===== src/rtl/uart_cmd_parser_if.sv =====
// Bundle of the parser's byte-stream, register-bus and response-stream signals.
// The parser drives through the master modport; its environment uses slave.
interface uart_cmd_parser_if #(
  parameter int ADDR_BYTES = 2,
  parameter int DATA_BYTES = 4
);
  logic [7:0]              rx_dat;
  logic                    rx_val;
  logic                    bus_req;
  logic                    bus_we;
  logic [8*ADDR_BYTES-1:0] bus_addr;
  logic [8*DATA_BYTES-1:0] bus_wdat;
  logic                    bus_ack;
  logic [8*DATA_BYTES-1:0] bus_rdat;
  logic [7:0]              tx_dat;
  logic                    tx_val;
  logic                    tx_rdy;
  logic                    drop;

  modport master (
    input  rx_dat, rx_val, bus_ack, bus_rdat, tx_rdy,
    output bus_req, bus_we, bus_addr, bus_wdat, tx_dat, tx_val, drop
  );

  modport slave (
    output rx_dat, rx_val, bus_ack, bus_rdat, tx_rdy,
    input  bus_req, bus_we, bus_addr, bus_wdat, tx_dat, tx_val, drop
  );
endinterface


===== src/rtl/uart_cmd_parser.sv =====
// Debug-UART command parser: turns A5-framed binary commands into single
// read/write transactions on a req/ack register bus and streams back a
// response (5A [+ read data]) or a one-byte error code.
module uart_cmd_parser #(
  parameter int ADDR_BYTES    = 2,
  parameter int DATA_BYTES    = 4,
  parameter int FRAME_TIMEOUT = 500000,
  parameter int BUS_TIMEOUT   = 255
) (
  input logic               clk,
  input logic               rst,
  uart_cmd_parser_if.master io
);
  localparam int AW   = 8 * ADDR_BYTES;
  localparam int DW   = 8 * DATA_BYTES;
  localparam int MAXB = (ADDR_BYTES > DATA_BYTES) ? ADDR_BYTES : DATA_BYTES;
  localparam int CW   = $clog2(MAXB + 1);
  localparam int FTW  = $clog2(FRAME_TIMEOUT + 1);
  localparam int BTW  = $clog2(BUS_TIMEOUT + 1);

  localparam logic [7:0] SYNC_BYTE = 8'hA5;
  localparam logic [7:0] CMD_WR    = 8'h01;
  localparam logic [7:0] CMD_RD    = 8'h02;
  localparam logic [7:0] RESP_OK   = 8'h5A;
  localparam logic [7:0] ERR_CMD   = 8'hEE;
  localparam logic [7:0] ERR_BUS   = 8'hEB;

  typedef enum logic [2:0] {
    S_SYNC, S_CMD, S_ADDR, S_DATA, S_BUS, S_RESP, S_ERR
  } state_t;

  state_t           r_state, w_state_nxt;
  logic             r_we, w_we_nxt;
  logic             r_req, w_req_nxt;
  logic [AW-1:0]    r_addr, w_addr_nxt;
  logic [DW-1:0]    r_wdat, w_wdat_nxt;
  logic [DW-1:0]    r_rdat, w_rdat_nxt;
  logic [7:0]       r_tx_dat, w_tx_dat_nxt;
  logic             r_tx_val, w_tx_val_nxt;
  logic [CW-1:0]    r_bcnt, w_bcnt_nxt;
  logic [FTW-1:0]   r_ftmo, w_ftmo_nxt;
  logic [BTW-1:0]   r_btmo, w_btmo_nxt;
  logic             w_drop;

  // Shifted views: new byte enters at the LSB end, oldest falls off the top.
  logic [AW+7:0]    w_addr_sh;
  logic [DW+7:0]    w_wdat_sh;
  logic [DW+7:0]    w_rdat_sh;
  logic             w_tx_hs;

  assign w_addr_sh = {r_addr, io.rx_dat};
  assign w_wdat_sh = {r_wdat, io.rx_dat};
  assign w_rdat_sh = {r_rdat, 8'h00};
  assign w_tx_hs   = r_tx_val & io.tx_rdy;

  // Next-state, datapath and response sequencing for the frame FSM.
  always_comb begin
    w_state_nxt  = r_state;
    w_we_nxt     = r_we;
    w_req_nxt    = r_req;
    w_addr_nxt   = r_addr;
    w_wdat_nxt   = r_wdat;
    w_rdat_nxt   = r_rdat;
    w_tx_dat_nxt = r_tx_dat;
    w_tx_val_nxt = r_tx_val;
    w_bcnt_nxt   = r_bcnt;
    w_ftmo_nxt   = r_ftmo;
    w_btmo_nxt   = r_btmo;
    w_drop       = 1'b0;

    // Inter-byte watchdog: only armed while a frame is partially received.
    if (r_state inside {S_CMD, S_ADDR, S_DATA}) begin
      if (io.rx_val) begin
        w_ftmo_nxt = '0;
      end else if (r_ftmo == FTW'(FRAME_TIMEOUT - 1)) begin
        w_ftmo_nxt  = '0;
        w_state_nxt = S_SYNC;
      end else begin
        w_ftmo_nxt = r_ftmo + 1'b1;
      end
    end

    case (r_state)
      S_SYNC: begin
        w_ftmo_nxt = '0;
        if (io.rx_val && io.rx_dat == SYNC_BYTE) w_state_nxt = S_CMD;
      end

      S_CMD: if (io.rx_val) begin
        w_bcnt_nxt = '0;
        if (io.rx_dat == CMD_WR) begin
          w_we_nxt    = 1'b1;
          w_state_nxt = S_ADDR;
        end else if (io.rx_dat == CMD_RD) begin
          w_we_nxt    = 1'b0;
          w_state_nxt = S_ADDR;
        end else begin
          w_tx_dat_nxt = ERR_CMD;
          w_tx_val_nxt = 1'b1;
          w_state_nxt  = S_ERR;
        end
      end

      S_ADDR: if (io.rx_val) begin
        w_addr_nxt = w_addr_sh[AW-1:0];
        if (r_bcnt == CW'(ADDR_BYTES - 1)) begin
          w_bcnt_nxt = '0;
          if (r_we) begin
            w_state_nxt = S_DATA;
          end else begin
            w_req_nxt   = 1'b1;
            w_btmo_nxt  = '0;
            w_state_nxt = S_BUS;
          end
        end else begin
          w_bcnt_nxt = r_bcnt + 1'b1;
        end
      end

      S_DATA: if (io.rx_val) begin
        w_wdat_nxt = w_wdat_sh[DW-1:0];
        if (r_bcnt == CW'(DATA_BYTES - 1)) begin
          w_bcnt_nxt  = '0;
          w_req_nxt   = 1'b1;
          w_btmo_nxt  = '0;
          w_state_nxt = S_BUS;
        end else begin
          w_bcnt_nxt = r_bcnt + 1'b1;
        end
      end

      S_BUS: begin
        w_drop = io.rx_val;
        if (io.bus_ack) begin
          w_req_nxt    = 1'b0;
          if (!r_we) w_rdat_nxt = io.bus_rdat;
          w_bcnt_nxt   = '0;
          w_tx_dat_nxt = RESP_OK;
          w_tx_val_nxt = 1'b1;
          w_state_nxt  = S_RESP;
        end else if (r_btmo == BTW'(BUS_TIMEOUT - 1)) begin
          w_req_nxt    = 1'b0;
          w_tx_dat_nxt = ERR_BUS;
          w_tx_val_nxt = 1'b1;
          w_state_nxt  = S_ERR;
        end else begin
          w_btmo_nxt = r_btmo + 1'b1;
        end
      end

      S_RESP: begin
        w_drop = io.rx_val;
        if (w_tx_hs) begin
          if (!r_we && r_bcnt != CW'(DATA_BYTES)) begin
            w_tx_dat_nxt = r_rdat[DW-1 -: 8];
            w_rdat_nxt   = w_rdat_sh[DW-1:0];
            w_bcnt_nxt   = r_bcnt + 1'b1;
          end else begin
            w_tx_val_nxt = 1'b0;
            w_state_nxt  = S_SYNC;
          end
        end
      end

      S_ERR: begin
        w_drop = io.rx_val;
        if (w_tx_hs) begin
          w_tx_val_nxt = 1'b0;
          w_state_nxt  = S_SYNC;
        end
      end

      default: w_state_nxt = S_SYNC;
    endcase
  end

  // State and datapath registers; reset aborts any frame or bus cycle at once.
  always_ff @(posedge clk) begin
    if (rst) begin
      r_state  <= S_SYNC;
      r_we     <= 1'b0;
      r_req    <= 1'b0;
      r_addr   <= '0;
      r_wdat   <= '0;
      r_rdat   <= '0;
      r_tx_dat <= '0;
      r_tx_val <= 1'b0;
      r_bcnt   <= '0;
      r_ftmo   <= '0;
      r_btmo   <= '0;
    end else begin
      r_state  <= w_state_nxt;
      r_we     <= w_we_nxt;
      r_req    <= w_req_nxt;
      r_addr   <= w_addr_nxt;
      r_wdat   <= w_wdat_nxt;
      r_rdat   <= w_rdat_nxt;
      r_tx_dat <= w_tx_dat_nxt;
      r_tx_val <= w_tx_val_nxt;
      r_bcnt   <= w_bcnt_nxt;
      r_ftmo   <= w_ftmo_nxt;
      r_btmo   <= w_btmo_nxt;
    end
  end

  assign io.bus_req  = r_req;
  assign io.bus_we   = r_we;
  assign io.bus_addr = r_addr;
  assign io.bus_wdat = r_wdat;
  assign io.tx_dat   = r_tx_dat;
  assign io.tx_val   = r_tx_val;
  // Drop flags the discarded byte in the same cycle it is offered.
  assign io.drop     = w_drop & ~rst;

endmodule


===== src/flat_wrapper.sv =====
// flat-port wrapper written by rule: the top's interface ports become plain ports
module uart_cmd_parser_flat 
#(
  parameter int ADDR_BYTES    = 2,
  parameter int DATA_BYTES    = 4,
  parameter int FRAME_TIMEOUT = 500000,
  parameter int BUS_TIMEOUT   = 255
)
  (clk, rst, io_rx_dat, io_rx_val, io_bus_ack, io_bus_rdat, io_tx_rdy, io_bus_req, io_bus_we, io_bus_addr, io_bus_wdat, io_tx_dat, io_tx_val, io_drop);
  uart_cmd_parser_if #(.ADDR_BYTES(ADDR_BYTES), .DATA_BYTES(DATA_BYTES)) io_i ();
  input logic clk;
  input logic rst;
  input wire logic [$bits(io_i.rx_dat)-1:0] io_rx_dat;
  input wire logic [$bits(io_i.rx_val)-1:0] io_rx_val;
  input wire logic [$bits(io_i.bus_ack)-1:0] io_bus_ack;
  input wire logic [$bits(io_i.bus_rdat)-1:0] io_bus_rdat;
  input wire logic [$bits(io_i.tx_rdy)-1:0] io_tx_rdy;
  output wire logic [$bits(io_i.bus_req)-1:0] io_bus_req;
  output wire logic [$bits(io_i.bus_we)-1:0] io_bus_we;
  output wire logic [$bits(io_i.bus_addr)-1:0] io_bus_addr;
  output wire logic [$bits(io_i.bus_wdat)-1:0] io_bus_wdat;
  output wire logic [$bits(io_i.tx_dat)-1:0] io_tx_dat;
  output wire logic [$bits(io_i.tx_val)-1:0] io_tx_val;
  output wire logic [$bits(io_i.drop)-1:0] io_drop;
  assign io_i.rx_dat = io_rx_dat;
  assign io_i.rx_val = io_rx_val;
  assign io_i.bus_ack = io_bus_ack;
  assign io_i.bus_rdat = io_bus_rdat;
  assign io_i.tx_rdy = io_tx_rdy;
  assign io_bus_req = io_i.bus_req;
  assign io_bus_we = io_i.bus_we;
  assign io_bus_addr = io_i.bus_addr;
  assign io_bus_wdat = io_i.bus_wdat;
  assign io_tx_dat = io_i.tx_dat;
  assign io_tx_val = io_i.tx_val;
  assign io_drop = io_i.drop;
  uart_cmd_parser #(.ADDR_BYTES(ADDR_BYTES), .DATA_BYTES(DATA_BYTES), .FRAME_TIMEOUT(FRAME_TIMEOUT), .BUS_TIMEOUT(BUS_TIMEOUT)) u_core (.clk(clk), .rst(rst), .io(io_i));
endmodule

===== config.mk =====
export PLATFORM = sky130hd
export DESIGN_NAME = uart_cmd_parser_flat
export DESIGN_NICKNAME = d
export VERILOG_FILES = /design/src/rtl/uart_cmd_parser_if.sv /design/src/rtl/uart_cmd_parser.sv /design/src/flat_wrapper.sv
export SDC_FILE = /design/constraint.sdc
export NUM_CORES = 1
export LEC_CHECK = 0
export CORE_ASPECT_RATIO = 0.7
export CORE_MARGIN = 8
export CORE_UTILIZATION = 35
export CTS_CLUSTER_SIZE = 25
export DETAILED_ROUTE_END_ITERATION = 8
export GPL_TIMING_DRIVEN = 0
export PLACE_DENSITY_LB_ADDON = 0.3
export REMOVE_ABC_BUFFERS = 1
export SLEW_MARGIN = 20
export SYNTH_ARGS = -nofsm -noshare
export SYNTH_HDL_FRONTEND = slang
export SYNTH_SLANG_ARGS = --single-unit

===== constraint.sdc =====
create_clock -name clk -period 6.7 [get_ports clk]
set_clock_uncertainty 0.15 [all_clocks]
set_input_delay 1.005 -clock clk [delete_from_list [all_inputs] [get_ports clk]]
set_output_delay 1.005 -clock clk [all_outputs]
set_load 0.01 [all_outputs]

Yosys cells after proc, flatten, opt, wreduce, memory -nomap -nowiden:

Index checks and enable logic that the tools add are counted.

* equality and inequality tests: 31
* $add $sub $neg: 3
* bitwise logic cells: 3
* mux-type cells: 70
* reduce and logical (&&, ||, !) cells: 22

Operators with widths (count)
* two-way mux 32 bit: 4
* two-way mux 8 bit: 14
* two-way mux 3 bit: 25
* one-hot mux 32 bit (2 select lines): 1
* one-hot mux 8 bit (3 select lines): 2
* two-way mux 19 bit: 2
* != test 2 bit (second input constant): 13
* one-hot mux 3 bit (7 select lines): 1
* AND reduction 7 bit: 3
* adder 19 x 1 -> 19 bit (second input constant): 1
* equality test 19 bit (second input constant): 1
* two-way mux 1 bit: 18
* equality test 8 bit (second input constant): 2
* AND reduction 8 bit: 2
* one-hot mux 3 bit (5 select lines): 1
* equality test 3 x 2 -> 1 bit (second input constant): 3
* equality test 3 bit (second input constant): 3
* nonzero test 3 bit: 3
* adder 8 x 1 -> 8 bit (second input constant): 1
* equality test 8 x 1 -> 1 bit (second input constant): 1
* equality test 8 x 2 -> 1 bit (second input constant): 1
* equality test 3 x 1 -> 1 bit (second input constant): 2
* != test 2 x 1 -> 1 bit (second input constant): 3
* AND reduction 5 bit: 1
* 17 further kinds: 21

* register bits: 124
* logic and storage cells: 140

Longest topological paths before layout:

Gate-level depths: netlist of run 1.

* depth in word-level cells: 7
* mapped depth: 8
* depth with buffers taken out: 8

Worst setup path before layout of run 1:

Ideal clock, no wire load.

* path type: input -> output
* start point: input rst
* end point: output io_drop
* cell stages on the path: 4
* slack: 3.617 ns
* arrival time: 1.928 ns
* buffers on the path: 3
* path through: clkbuf_1 clkbuf_1 clkbuf_1 nor3b_1

* longest elaborated chain between the ends: 2

Ends and longest elaborated chain
* from (decl): RTL line flat_wrapper.sv:12 `input logic rst;`
* inverter 1 bit: RTL line uart_cmd_parser.sv:213 `assign io.drop = w_drop & ~rst;`
* AND 1 bit: RTL line uart_cmd_parser.sv:213
* to (decl): RTL line flat_wrapper.sv:24 `output wire logic [$bits(io_i.drop)-1:0] io_drop;`

Every way passes these cells.

Worst setup path in the final report of run 1:

* start point: input io_rx_val
* end point: output io_drop

* longest elaborated chain between the ends: 2

Ends and longest elaborated chain
* from (decl): RTL line flat_wrapper.sv:14 `input wire logic [$bits(io_i.rx_val)-1:0] io_rx_val;`
* two-way mux 1 bit: RTL line uart_cmd_parser.sv:83 `case (r_state)`
* AND 1 bit: RTL line uart_cmd_parser.sv:213

Every way passes these cells.

==> results by group, run 1 <==
Logic synthesis
  • Number of synthesized flops with an enable pin: 0
  • Post-synth top cells: nand2_1 (173), dfxtp_1 (124), a21oi_1 (66)
  • YS warnings: 0
  • Count leader, synth: nand2_1
  • Syn_area_per_cell: 7.94 um^2
  • Ys async rst share: 0
  • Synth top area share: 0.432
  • Cell taking the most area after synthesis: dfxtp_1
  • Synth unique cells: 66
  • Post-Syn Area: 0.00574 mm^2
  • Synth area leaders: dfxtp_1 (43%), nand2_1 (11%), a21oi_1 (5.8%)
  • Post-Syn Instances: 723
  • Seq/Total Area, Yosys: 0.432
  • Ys flop type: dfxtp_1
  • Seq cells post-synth: 124

Worst setup path
  • CP Capture Point: io_drop
  • FF-to-FF End: u_core.r_rdat[27]
  • Critical path class: in -> out
  • CP max FO: 22
  • Worst Path Required: 5.54 ns
  • Crit path launch type: input port
  • Worst reg-to-reg setup slack: 3.30 ns
  • Worst Setup SP: io_rx_val
  • CP endpoint kind: output port
  • Crit Reg-Reg Startpoint: u_core.r_state[0]
  • Worst Path Arrival: 2.98 ns
  • Worst r2r path cells: 5

Final layout
  • Total Nets Final: 854
  • Area of the multi-input gates: 0.00300 mm^2
  • Area grow syn2layout: 30.6%
  • Ant diodes: 0
  • Share of cells above drive strength 1: 0.0603
  • Final Cell Area: 0.00750 mm^2
  • # fillers: 1,620
  • Storage cell area: 0.00248 mm^2

Pwr
  • Peak VDD IR: 0.000158 V
  • Leakage power: 2.45 nW
  • PD cells: 233 mW/mm^2
  • Total power: 0.00175 W

STA
  • Rel. slew slack: 0.322
  • Final Hold Fails: 0
  • Max Freq: 242 MHz
  • Final Cycle Share: 0.618
  • Worst-margin pin slew: 1.01 ns
  • Setup_tns: 0 ns
  • Crit path time final: 4.14 ns
  • Hold_ws: 0.298 ns
  • Max Slew Vio Count: 0
  • RSZ-0062 raised after global routing: no
  • Finish-stage setup viols: 0

CTS
  • H-tree levels: 4
  • CTS root buffer: clkbuf_16
  • Clock sinks: 124
  • Clock latency on the worst-skew pair: 0.42 ns
  • CTS max path bufs: 2
  • Hold_buf cts: 0
  • Clock transition at path regs: 0.06 ns
  • CTS buffer count: 17
  • Post-CTS Setup Bufs: 0
  • Post-CTS Resized: 0
  • TritonCTS clock tree: done

Global route
  • Initial antenna violation count: 0
  • Number of global-route vias before repair: 4,793
  • First-pass GRT wire length: 25.3 mm
  • Overflow after GRT: 0
  • Largest net degree at the start of global routing: 72
  • Overall Global Routing Usage: 0.148

Hold path
  • Hold Path Class: reg -> reg

Placement
  • DP Wirelength: 10.5 mm
  • DP Area: 0.00688 mm^2
  • GPL Wtd Cong: 0.789
  • Buffers on Ports: 104

Flow run
  • Max-cap viol count: 0

Routing
  • Via density: 5.08
  • Vias: 5,275
  • Pre-Repair DR Iteration Count: 5
  • Drt wl/cell: 15.0 um
  • DRT iter0 DRCs: 477
  • Post-Route WL: 15.6 mm
  • Post-route ant nets: 0
  • Residual DRC: 0

Die
  • Core area: 0.0162 mm^2
  • Core Rows: 39
  • Die H: 123 um
  • DIE AREA: 0.0208 mm^2
  • Die W: 169 um
  • Initial core utilization: 0.354
  • I/O pin count: 105

Status
  • Status: completed
## metal layers
layer  up-vias  track usage  share of wire
met5         -            0              0
met4         0       0.0364         0.0084
met3        10       0.0463          0.067
met2       129        0.206           0.40
met1      2425        0.215           0.53
li1       2711            -              -
## report_power, final
part	total, W	switching (W)	internal (W)	leakage (nW)
sequential	0.000738	0.000000389	0.000738	0.998
combinational	0.0000538	0.0000252	0.0000286	1.16
clock	0.000954	0.000362	0.000592	0.299
## cell usage in the layout (no fill, tap or decap), types with 10 or more instances in the layout
cell type,count
a21oi_1,66
clkbuf_16,17
nand3_1,20
o21ai_0,11
o21ai_1,12
nand2_1,173
nor2_1,55
clkdlybuf4s50_1,103
a311oi_1,24
dfxtp_1,124
inv_1,13
nor2b_1,16
a22oi_1,10
## through the flow
step                worst slack, ns   util  instances
CTS                            2.59  0.462       1037
finish                         2.56  0.463       1038
global placement              0.375  0.423       1004
floorplan                      3.81      -        675
global route                   2.54  0.463       1038
detailed placement             2.41  0.425       1005
## flip-flops by register name, indices dropped and copies added, names as in the netlist
name and cells:
u_core.io.bus_we 1, u_core.r_rdat 32, u_core.r_ftmo 19, u_core.io.bus_req 1, u_core.r_state 3, u_core.io.tx_val 1
u_core.io.bus_wdat 32, u_core.r_btmo 8, u_core.io.bus_addr 16, u_core.r_bcnt 3, u_core.io.tx_dat 8
## worst max-delay path, cell delays in order
cell and delay, ns:
clkdlybuf4s50_1 0.98, nor3b_1 0.38, clkdlybuf4s50_1 0.61
## how the worst min path moves through the flow
stage                        startpoint                   to  slack, ns  cells after the start
floorplan              u_core.r_rdat[2]    u_core.r_rdat[10]       0.30                      2
global placement    u_core.io.tx_dat[0]  u_core.io.tx_dat[0]       0.29                      2
detailed placement  u_core.io.tx_dat[0]  u_core.io.tx_dat[0]       0.29                      2
CTS                 u_core.io.tx_dat[0]  u_core.io.tx_dat[0]       0.30                      2
global route        u_core.io.tx_dat[0]  u_core.io.tx_dat[0]       0.31                      2
finish              u_core.io.tx_dat[0]  u_core.io.tx_dat[0]       0.30                      2
## final cells by class
cell class / count / area share
inverter: 14 / 0.00701
clock buffer: 17 / 0.0567
sequential: 124 / 0.331
tap: 225 / 0.0375
timing repair buffer: 106 / 0.143
multi-input combinational: 537 / 0.400
clock inverter: 15 / 0.0249
## cell families after synthesis
family	count (synthesis)	synth area share
adders and majority gates	9	0.0196
buffers and inverters	62	0.0473
AOI/OAI and AO/OA	177	0.204
muxes	7	0.0122
DFF	124	0.432
xor gates and xnor gates	8	0.0122
and+or+nand+nor	336	0.272
Note: power is estimated with default switching activity, not from simulation.
==> run 2: changes to the inputs <==
==> constraint.sdc (replaced) <==
create_clock -name clk -period 3.7 [get_ports clk]
set_clock_uncertainty 0.15 [all_clocks]
set_input_delay 0.555 -clock clk [delete_from_list [all_inputs] [get_ports clk]]
set_output_delay 0.555 -clock clk [all_outputs]
set_load 0.01 [all_outputs]
==> run 2 against run 1 <==
Routed wire length shrank 0.40%; final cell count unchanged; critical path type is now reg -> out; flip-flop and latch count did not move; largest power group unchanged; first-iteration DRC count shrank 16%; non-clock buffer count did not move; sequential power increased by 82%; combinational power grew 81%; critical endpoint unchanged; critical path depth grew 1; core utilization increased by 0.054 points; setup slack lost 2.4 ns.
==> results by group, run 2 (synthesis results as in run 1) <==
Final layout
  • Share of cells above drive strength 1: 0.0603
  • Area of the multi-input gates: 0.00301 mm^2
  • # fillers: 1,620
  • Core Util, Final: 0.463
  • Non-Filler Instances: 1,038
  • Storage cell area: 0.00248 mm^2
  • Ant diodes: 0
  • Area grow syn2layout: 30.7%
  • Commonest non-fill, non-tap cell in the layout: nand2_1
  • Most frequent cells in the layout: nand2_1 (173), dfxtp_1 (124), clkdlybuf4s50_1 (103), a21oi_1 (66), nor2_1 (55)
  • Total Nets Final: 854

STA
  • Final Cycle Share: 0.947
  • Rel. slew slack: 0.299
  • Max Freq: 285 MHz
  • Max Slew Vio Count: 0
  • Finish-stage setup viols: 0
  • Worst-margin pin slew: 1.04 ns
  • Setup_tns: 0 ns
  • Final worst setup slack: 0.197 ns
  • Crit path time final: 3.50 ns
  • Final Hold Fails: 0
  • RSZ-0062 raised after global routing: no
  • Hold_ws: 0.298 ns

Die
  • DIE AREA: 0.0208 mm^2
  • I/O pin count: 105
  • Initial core utilization: 0.354
  • Core Rows: 39
  • Core area: 0.0162 mm^2
  • Die H: 123 um
  • Die W: 169 um

Placement
  • Worst slack at placement: -0.140 ns
  • GPL Wtd Cong: 0.789
  • Buffers on Ports: 104
  • DP Wirelength: 10.5 mm
  • Placed cells: 1,005

Routing
  • Residual DRC: 0
  • Post-route ant nets: 0
  • Drt wl/cell: 14.9 um
  • Via density: 5.09
  • Post-Route WL: 15.5 mm
  • DRT iter0 DRCs: 400
  • Vias: 5,283
  • Pre-Repair DR Iteration Count: 5

Worst setup path
  • Worst reg-to-reg setup slack: 0.57 ns
  • Worst Path Required: 2.99 ns
  • CP max FO: 27
  • Critical path class: reg -> out
  • Worst r2r path cells: 5
  • Crit Reg-Reg Startpoint: u_core.r_state[0]
  • Worst Path Arrival: 2.80 ns
  • CP endpoint kind: output port
  • Crit path launch type: flop
  • Worst Setup SP: u_core.r_state[2]

Pwr
  • Leakage power: 2.46 nW
  • Peak VDD IR: 0.000283 V
  • PD cells: 421 mW/mm^2

Global route
  • Largest net degree at the start of global routing: 72
  • Busiest grt layer: met1
  • Number of global-route vias before repair: 4,793
  • First-pass GRT wire length: 25.3 mm
  • Initial antenna violation count: 0
  • Met3 GRT Util: 0.0463
  • Overflow after GRT: 0
  • Overall Global Routing Usage: 0.148
  • Met1 Use GR: 0.215
  • Grt met2 use: 0.206

CTS
  • Clock transition at path regs: 0.06 ns
  • CTS buffer count: 17
  • Post-CTS Resized: 1
  • Clock latency on the worst-skew pair: 0.41 ns
  • Post-CTS Setup Bufs: 0
  • Clock sinks: 124
  • CTS max path bufs: 2
  • H-tree levels: 4
  • CTS root buffer: clkbuf_16
  • TritonCTS clock tree: done
  • Hold_buf cts: 0

Hold path
  • Hold Path Class: reg -> reg
  • Hold path depth: 2
  • Startpoint of the worst hold path: u_core.io.tx_dat[0]

Status
  • Status: completed

Flow run
  • Max-cap viol count: 0
-- run 2: cell count changes in the layout (fill, tap and decap cells not counted) --
cell	delta
a31o_2	-1
a31o_4	+1
-- run 2: metal layers --
layer  wire length (um)  vias to the layer above
li1                   -                     2711
met1               8130                     2419
met2               6140                      143
met3               1110                       10
met4                111                        0
met5                  0                        -
-- run 2: where the power goes --
part           leakage [nW]  internal, W  switching [W]
combinational          1.16    0.0000518      0.0000458
sequential            0.998      0.00134    0.000000706
clock                 0.299      0.00107       0.000652
total                  2.46      0.00246       0.000699
-- run 2: path summary, 6_finish.rpt --
| check | to |
|---|---|
| worst max-delay path | io_drop |
| worst max register to register | u_core.r_rdat[27] |
| worst min register to register | u_core.io.tx_dat[0] |
| worst min-delay path | u_core.io.tx_dat[0] |
-- run 2: area by class of cell --
cell class / count / area share
Timing Repair Buffer: 106 / 0.143
Tap cell: 225 / 0.0375
Multi-Input combinational cell: 537 / 0.400
Sequential cell: 124 / 0.331
Clock inverter: 15 / 0.0248
Clock buffer: 17 / 0.0567
Inverter: 14 / 0.00700
-- run 2: critical path, stage by stage (launching register included) --
cell	delay, ns
dfxtp_1	0.87
ha_1	0.49
a21oi_1	0.08
nor3b_1	0.34
clkdlybuf4s50_1	0.61
-- run 2: per-stage QoR --
| stage | power, W | instance area [um^2] |
|---|---|---|
| 2_1_floorplan | 0.00138 | 5520 |
| 3_3_place_gp | 0.00146 | 6850 |
| 3_5_place_dp | 0.00146 | 6880 |
| 4_1_cts | 0.00319 | 7490 |
| 5_1_grt | 0.00325 | 7510 |
| 6_report | 0.00316 | 7510 |
